**src/rtl/jk_ff_monitor_if.sv**
```systemverilog
// Signal bundle between a JK flip-flop stage (master side) and its monitor (slave side).
interface jk_ff_monitor_if #(
  parameter int CNT_W = 8
);
  logic             Q;
  logic             Q_b;
  logic             clr;
  logic             rise;
  logic             fall;
  logic [CNT_W-1:0] toggle_cnt;
  logic             cnt_wrap;
  logic             stuck;
  logic             err;
  logic [1:0]       state;

  modport master (
    output Q, Q_b, clr,
    input  rise, fall, toggle_cnt, cnt_wrap, stuck, err, state
  );

  modport slave (
    input  Q, Q_b, clr,
    output rise, fall, toggle_cnt, cnt_wrap, stuck, err, state
  );
endinterface

```
**src/rtl/jk_ff_monitor.sv**
```systemverilog
// Tracks the level of a JK flip-flop's Q/Q_b pair: edge pulses, toggle count,
// stuck-output detection and complement-fault detection.
//
// state | meaning
// INIT  | no valid sample seen since reset/clear
// LOW   | last valid sample had Q=0
// HIGH  | last valid sample had Q=1
// FAULT | FAULT_CYCLES consecutive samples with Q==Q_b; absorbing until clr/rst
module jk_ff_monitor #(
  parameter int CNT_W        = 8,
  parameter int STUCK_LIMIT  = 16,
  parameter int FAULT_CYCLES = 2
) (
  input  logic            clk,
  input  logic            rst,
  jk_ff_monitor_if.slave  bus
);

  localparam logic [1:0] ST_INIT  = 2'd0;
  localparam logic [1:0] ST_LOW   = 2'd1;
  localparam logic [1:0] ST_HIGH  = 2'd2;
  localparam logic [1:0] ST_FAULT = 2'd3;

  localparam int          BR_W     = (FAULT_CYCLES < 2) ? 1 : $clog2(FAULT_CYCLES + 1);
  localparam logic [15:0] STK_LIM  = 16'(STUCK_LIMIT);
  localparam logic [BR_W-1:0] BR_LIM = BR_W'(FAULT_CYCLES);

  logic [1:0]       state;
  logic             rise;
  logic             fall;
  logic             cnt_wrap;
  logic             stuck;
  logic             err;
  logic [CNT_W-1:0] toggle_cnt;
  logic [15:0]      stable_cnt;
  logic [BR_W-1:0]  bad_run;

  logic             valid;
  logic [CNT_W-1:0] cnt_inc;
  logic             cnt_at_max;
  logic [15:0]      stable_inc;
  logic [BR_W-1:0]  bad_run_inc;
  logic             moved;

  assign valid       = bus.Q != bus.Q_b;
  assign cnt_inc     = toggle_cnt + CNT_W'(1);
  assign cnt_at_max  = &toggle_cnt;
  assign stable_inc  = (stable_cnt == STK_LIM) ? stable_cnt : stable_cnt + 16'd1;
  assign bad_run_inc = bad_run + BR_W'(1);
  // A transition is a valid sample whose level differs from the tracked level.
  assign moved       = ((state == ST_LOW) && bus.Q) || ((state == ST_HIGH) && !bus.Q);

  always_ff @(posedge clk or posedge rst) begin
    if (rst) begin
      state      <= ST_INIT;
      rise       <= 1'b0;
      fall       <= 1'b0;
      cnt_wrap   <= 1'b0;
      stuck      <= 1'b0;
      err        <= 1'b0;
      toggle_cnt <= '0;
      stable_cnt <= '0;
      bad_run    <= '0;
    end else if (bus.clr) begin
      state      <= ST_INIT;
      rise       <= 1'b0;
      fall       <= 1'b0;
      cnt_wrap   <= 1'b0;
      stuck      <= 1'b0;
      err        <= 1'b0;
      toggle_cnt <= '0;
      stable_cnt <= '0;
      bad_run    <= '0;
    end else begin
      rise     <= 1'b0;
      fall     <= 1'b0;
      cnt_wrap <= 1'b0;
      if (state == ST_FAULT) begin
        state <= ST_FAULT;
      end else if (!valid) begin
        bad_run <= bad_run_inc;
        if (bad_run_inc == BR_LIM) begin
          state <= ST_FAULT;
          err   <= 1'b1;
        end
      end else begin
        bad_run <= '0;
        if (state == ST_INIT) begin
          state      <= bus.Q ? ST_HIGH : ST_LOW;
          stable_cnt <= '0;
          stuck      <= 1'b0;
        end else if (moved) begin
          state      <= bus.Q ? ST_HIGH : ST_LOW;
          rise       <= bus.Q;
          fall       <= !bus.Q;
          toggle_cnt <= cnt_inc;
          cnt_wrap   <= cnt_at_max;
          stable_cnt <= '0;
          stuck      <= 1'b0;
        end else begin
          stable_cnt <= stable_inc;
          stuck      <= (stable_inc == STK_LIM);
        end
      end
    end
  end

  assign bus.state      = state;
  assign bus.rise       = rise;
  assign bus.fall       = fall;
  assign bus.cnt_wrap   = cnt_wrap;
  assign bus.stuck      = stuck;
  assign bus.err        = err;
  assign bus.toggle_cnt = toggle_cnt;

endmodule
```
**src/flat_wrapper.sv**
```systemverilog
// flat-port wrapper written by rule: the top's interface ports become plain ports
module jk_ff_monitor_flat 
#(
  parameter int CNT_W        = 8,
  parameter int STUCK_LIMIT  = 16,
  parameter int FAULT_CYCLES = 2
)
  (clk, rst, bus_Q, bus_Q_b, bus_clr, bus_rise, bus_fall, bus_toggle_cnt, bus_cnt_wrap, bus_stuck, bus_err, bus_state);
  jk_ff_monitor_if #(.CNT_W(CNT_W)) bus_i ();
  input  logic clk;
  input  logic rst;
  input wire logic [$bits(bus_i.Q)-1:0] bus_Q;
  input wire logic [$bits(bus_i.Q_b)-1:0] bus_Q_b;
  input wire logic [$bits(bus_i.clr)-1:0] bus_clr;
  output wire logic [$bits(bus_i.rise)-1:0] bus_rise;
  output wire logic [$bits(bus_i.fall)-1:0] bus_fall;
  output wire logic [$bits(bus_i.toggle_cnt)-1:0] bus_toggle_cnt;
  output wire logic [$bits(bus_i.cnt_wrap)-1:0] bus_cnt_wrap;
  output wire logic [$bits(bus_i.stuck)-1:0] bus_stuck;
  output wire logic [$bits(bus_i.err)-1:0] bus_err;
  output wire logic [$bits(bus_i.state)-1:0] bus_state;
  assign bus_i.Q = bus_Q;
  assign bus_i.Q_b = bus_Q_b;
  assign bus_i.clr = bus_clr;
  assign bus_rise = bus_i.rise;
  assign bus_fall = bus_i.fall;
  assign bus_toggle_cnt = bus_i.toggle_cnt;
  assign bus_cnt_wrap = bus_i.cnt_wrap;
  assign bus_stuck = bus_i.stuck;
  assign bus_err = bus_i.err;
  assign bus_state = bus_i.state;
  jk_ff_monitor #(.CNT_W(CNT_W), .STUCK_LIMIT(STUCK_LIMIT), .FAULT_CYCLES(FAULT_CYCLES)) u_core (.clk(clk), .rst(rst), .bus(bus_i));
endmodule
```
**config.mk**
```make
export PLATFORM = sky130hd
export DESIGN_NAME = jk_ff_monitor_flat
export DESIGN_NICKNAME = d
export VERILOG_FILES = /design/src/rtl/jk_ff_monitor_if.sv /design/src/rtl/jk_ff_monitor.sv /design/src/flat_wrapper.sv
export SDC_FILE = /design/constraint.sdc
export NUM_CORES = 1
export LEC_CHECK = 0
export ABC_AREA = 1
export CAP_MARGIN = 20
export CORE_UTILIZATION = 60
export CTS_CLUSTER_DIAMETER = 120
export DETAILED_ROUTE_END_ITERATION = 10
export GPL_ROUTABILITY_DRIVEN = 0
export GPL_TIMING_DRIVEN = 1
export PLACE_DENSITY = 0.84
export SLEW_MARGIN = 20
export SYNTH_ARGS = -nofsm -noshare
export SYNTH_HDL_FRONTEND = slang
export SYNTH_SLANG_ARGS = --single-unit
```
**constraint.sdc**
```tcl
create_clock -name clk -period 4.5 [get_ports clk]
set_input_delay 0.675 -clock clk [delete_from_list [all_inputs] [get_ports clk]]
set_output_delay 0.675 -clock clk [all_outputs]
set_load 0.01 [all_outputs]
```
==> results.toml <==
[yosys]
syn_area_mm2 = 0.00193
synth.avg_cell_area_um2 = 7.27
synth_top_area_cell = "dfrtp_1"
seq_area_frac_synth_pct = 42.9
synth_warnings = 0
yosysTopAreaCellShare_pct = 42.9
synth.distinct_cells = 20
synth.area.top_cells = "dfrtp_1 (43%), nand2_1 (14%), nor2_1 (8.2%)"
syn_nets = 276
synth_seq_cells = 33
postSynthCellCount = 265

[worst_setup_path]
path_class = "in -> reg"
critPathMaxFanout = 11
worstSetupEndpointType = "flip-flop"
cp-start-kind = "input port"
critical_path_arrival_ns = 2.61
critical_path_buf_inv_count = 3
cpMostUsedCell = "inv_1"
max_stage_delay_ns = 0.48
critPathRequiredTime_ns = 4.78
critPathTopFamily = "buffers and inverters"
cp_cell_sequence = "clkdlybuf4s50_1 -> inv_1 -> ha_1 -> nor2_1 -> nand3_1 -> inv_1 -> a32o_1"
slowest_stage = "clkdlybuf4s50_1"

[pwr]
internal-power_w = 0.000422
p_switching_w = 0.000181
pwr-share-comb_pct = 17.4
p_sw_share_pct = 30.0
leakage_nw = 1.04
pwr_density_cell_mw_per_mm2 = 272
seqPwrFrac_pct = 53.5
ir_drop_mv = 0.210
p_clk_share_pct = 29.2

[placed_design]
port-buffer-count = 19
detailed_place_hpwl_um = 3150
place_ws_ns = 1.84

[clocking]
clkTransAtPathRegs_ns = 0.09
h-tree-depth = 2
ctsHoldBuffers = 0
cts_tree = "yes"
numCtsBuffers = 5
cts_setup_buffers = 0
clk_latency_ns = 0.35
cts_sinks = 33
clockBufferDepth = 2
post_cts_resize_count = 0
root_buffer = "clkbuf_4"

[global_route]
grt_antenna_before_repair = 0
grt_max_degree = 21
grt_pass1_wl_um = 6930
grt_pass1_vias = 1557
overflow = 0
grtUsageTotal_pct = 27.8

[floorplanning]
start_util_pct = 63.1
fp.dieW_um = 58.7
coreArea_mm2 = 0.00305
pin_count = 20
row_count = 20
dieArea_mm2 = 0.00344
die_h_um = 58.7

[final_layout]
fillerInstances = 256
multi_input_area_um2 = 966
layout-drive-gt1-share_pct = 4.84
diodes = 0
syn_to_final_growth_pct = 15.2
seq_area_um2 = 826
nets = 300

[timing]
setup-violations-final = 0
finalCritPeriodShare_pct = 51.8
finalWorstSetupSlack_ns = 2.17
min_period_ns = 2.33
fin_setup_tns_ns = 0
worstMarginPinSlew_ns = 0.769
fmax_mhz = 429
slew_violations = 0
grt_setup_unrepaired = "false"
finalClockSkew_ns = 0.0174
timing.slew.headroom_pct = 48.7
hold_viol = 0

[detailed_routing]
drtIter0Drc = 112
viasPerCell = 5.34
dr.pass1.iters = 4
final_antenna_net_count = 0
num_vias = 1779
routedWlPerCell_um = 12.5
drc_errors = 0
routed_wl_um = 4180

[flow_run]
maxCapViolCount = 0

[hold_path]
hold_path.class = "reg -> reg"

[outcome]
outcome = "finished, final reports clean"
-- sequential cells by signal, indices dropped and copies added (netlist names) --
register / flops
u_core.bus.fall: 1
u_core.bus.stuck: 1
u_core.stable_cnt: 16
u_core.bus.rise: 1
u_core.bus.state: 2
u_core.bus.err: 1
u_core.bad_run: 2
u_core.bus.cnt_wrap: 1
u_core.bus.toggle_cnt: 8
-- area by class of cell --
type | instances | share of cell area (%)
tap | 44 | 2.48
timing repair buffer | 20 | 8.91
multi-input combinational | 197 | 43.5
inverter | 32 | 5.41
sequential | 33 | 37.2
clock buffer | 7 | 2.48
-- cells in the mapped netlist --
cell      n
a21oi_1  10
a32o_1    1
buf_2     3
dfrtp_1  33
ha_1      6
inv_1    32
nand2_1  70
nand2_2   3
nand3_1  18
nand4_1   7
nor2_1   42
nor2_2    2
nor2_4    1
nor3_1    1
nor3b_1   1
o21ai_0  20
o21ai_2   1
o22ai_1   4
xnor2_1   1
xor2_1    9
-- worst min-delay path: stages (launching register included) --
cell,delay (ns)
dfrtp_1,0.35
nand2_1,0.05
nand2_1,0.06
-- layer usage --
metal	track usage [%]	share of wire, %
met1	39.8	46
met3	7.47	7.2
met2	41.1	45
met4	9.52	1.4
met5	0	0
-- power groups by stage --
stage	logic [W]	clock network, W	registers (W)
final	0.000105	0.000176	0.000323
after global routing	0.000121	0.000192	0.000325
after CTS	0.000106	0.000178	0.000323
after detailed placement	0.000106	0	0.000329
after global placement	0.000103	0	0.000328
after floorplan	0.0000642	0	0.000330
-- cell usage in the layout (no fill, tap or decap), types with 2 or more instances in the layout --
cell type,Yosys,final
nand2_1,70,70
nor2_1,42,42
dfrtp_1,33,33
inv_1,32,32
o21ai_0,20,20
clkdlybuf4s50_1,0,19
nand3_1,18,18
a21oi_1,10,10
xor2_1,9,9
nand4_1,7,7
ha_1,6,6
clkbuf_4,0,5
o22ai_1,4,4
nand2_2,3,3
nor2_2,2,2
-- per-stage QoR --
stage / hold WS [ns] / total power [W] / utilization, % / cell area [um2] / instances
after floorplan: 0.453 / 0.000394 / - / 1930 / 265
after global placement: 0.469 / 0.000431 / 70.9 / 2160 / 326
after detailed placement: 0.477 / 0.000434 / 70.9 / 2160 / 326
after CTS: 0.504 / 0.000607 / 72.7 / 2220 / 333
after global routing: 0.536 / 0.000638 / 72.7 / 2220 / 333
final: 0.495 / 0.000604 / 72.7 / 2220 / 333
-- path summary, 6_finish.rpt --
check                                     start                     to  slack [ns]  cells after the start
max                                     bus_Q_b   u_core.stable_cnt[2]        2.17                      7
min                            u_core.bus.stuck       u_core.bus.stuck        0.49                      2
max reg2reg                u_core.stable_cnt[0]       u_core.bus.stuck        2.80                      9
min reg2reg                    u_core.bus.stuck       u_core.bus.stuck        0.49                      2
max in group asynchronous                   rst  u_core.stable_cnt[12]        3.04                      3
min in group asynchronous                   rst  u_core.stable_cnt[13]        0.77                      2
-- kinds of logic after synthesis --
logic type / share of synthesized area, %
and+or+nand+nor: 31.6
AOI/OAI and AO/OA: 10.1
buffers and inverters: 7.01
DFF: 42.9
xor gates and xnor gates: 4.55
adders and majority gates: 3.90
Power figures use the tool's default switching activity.
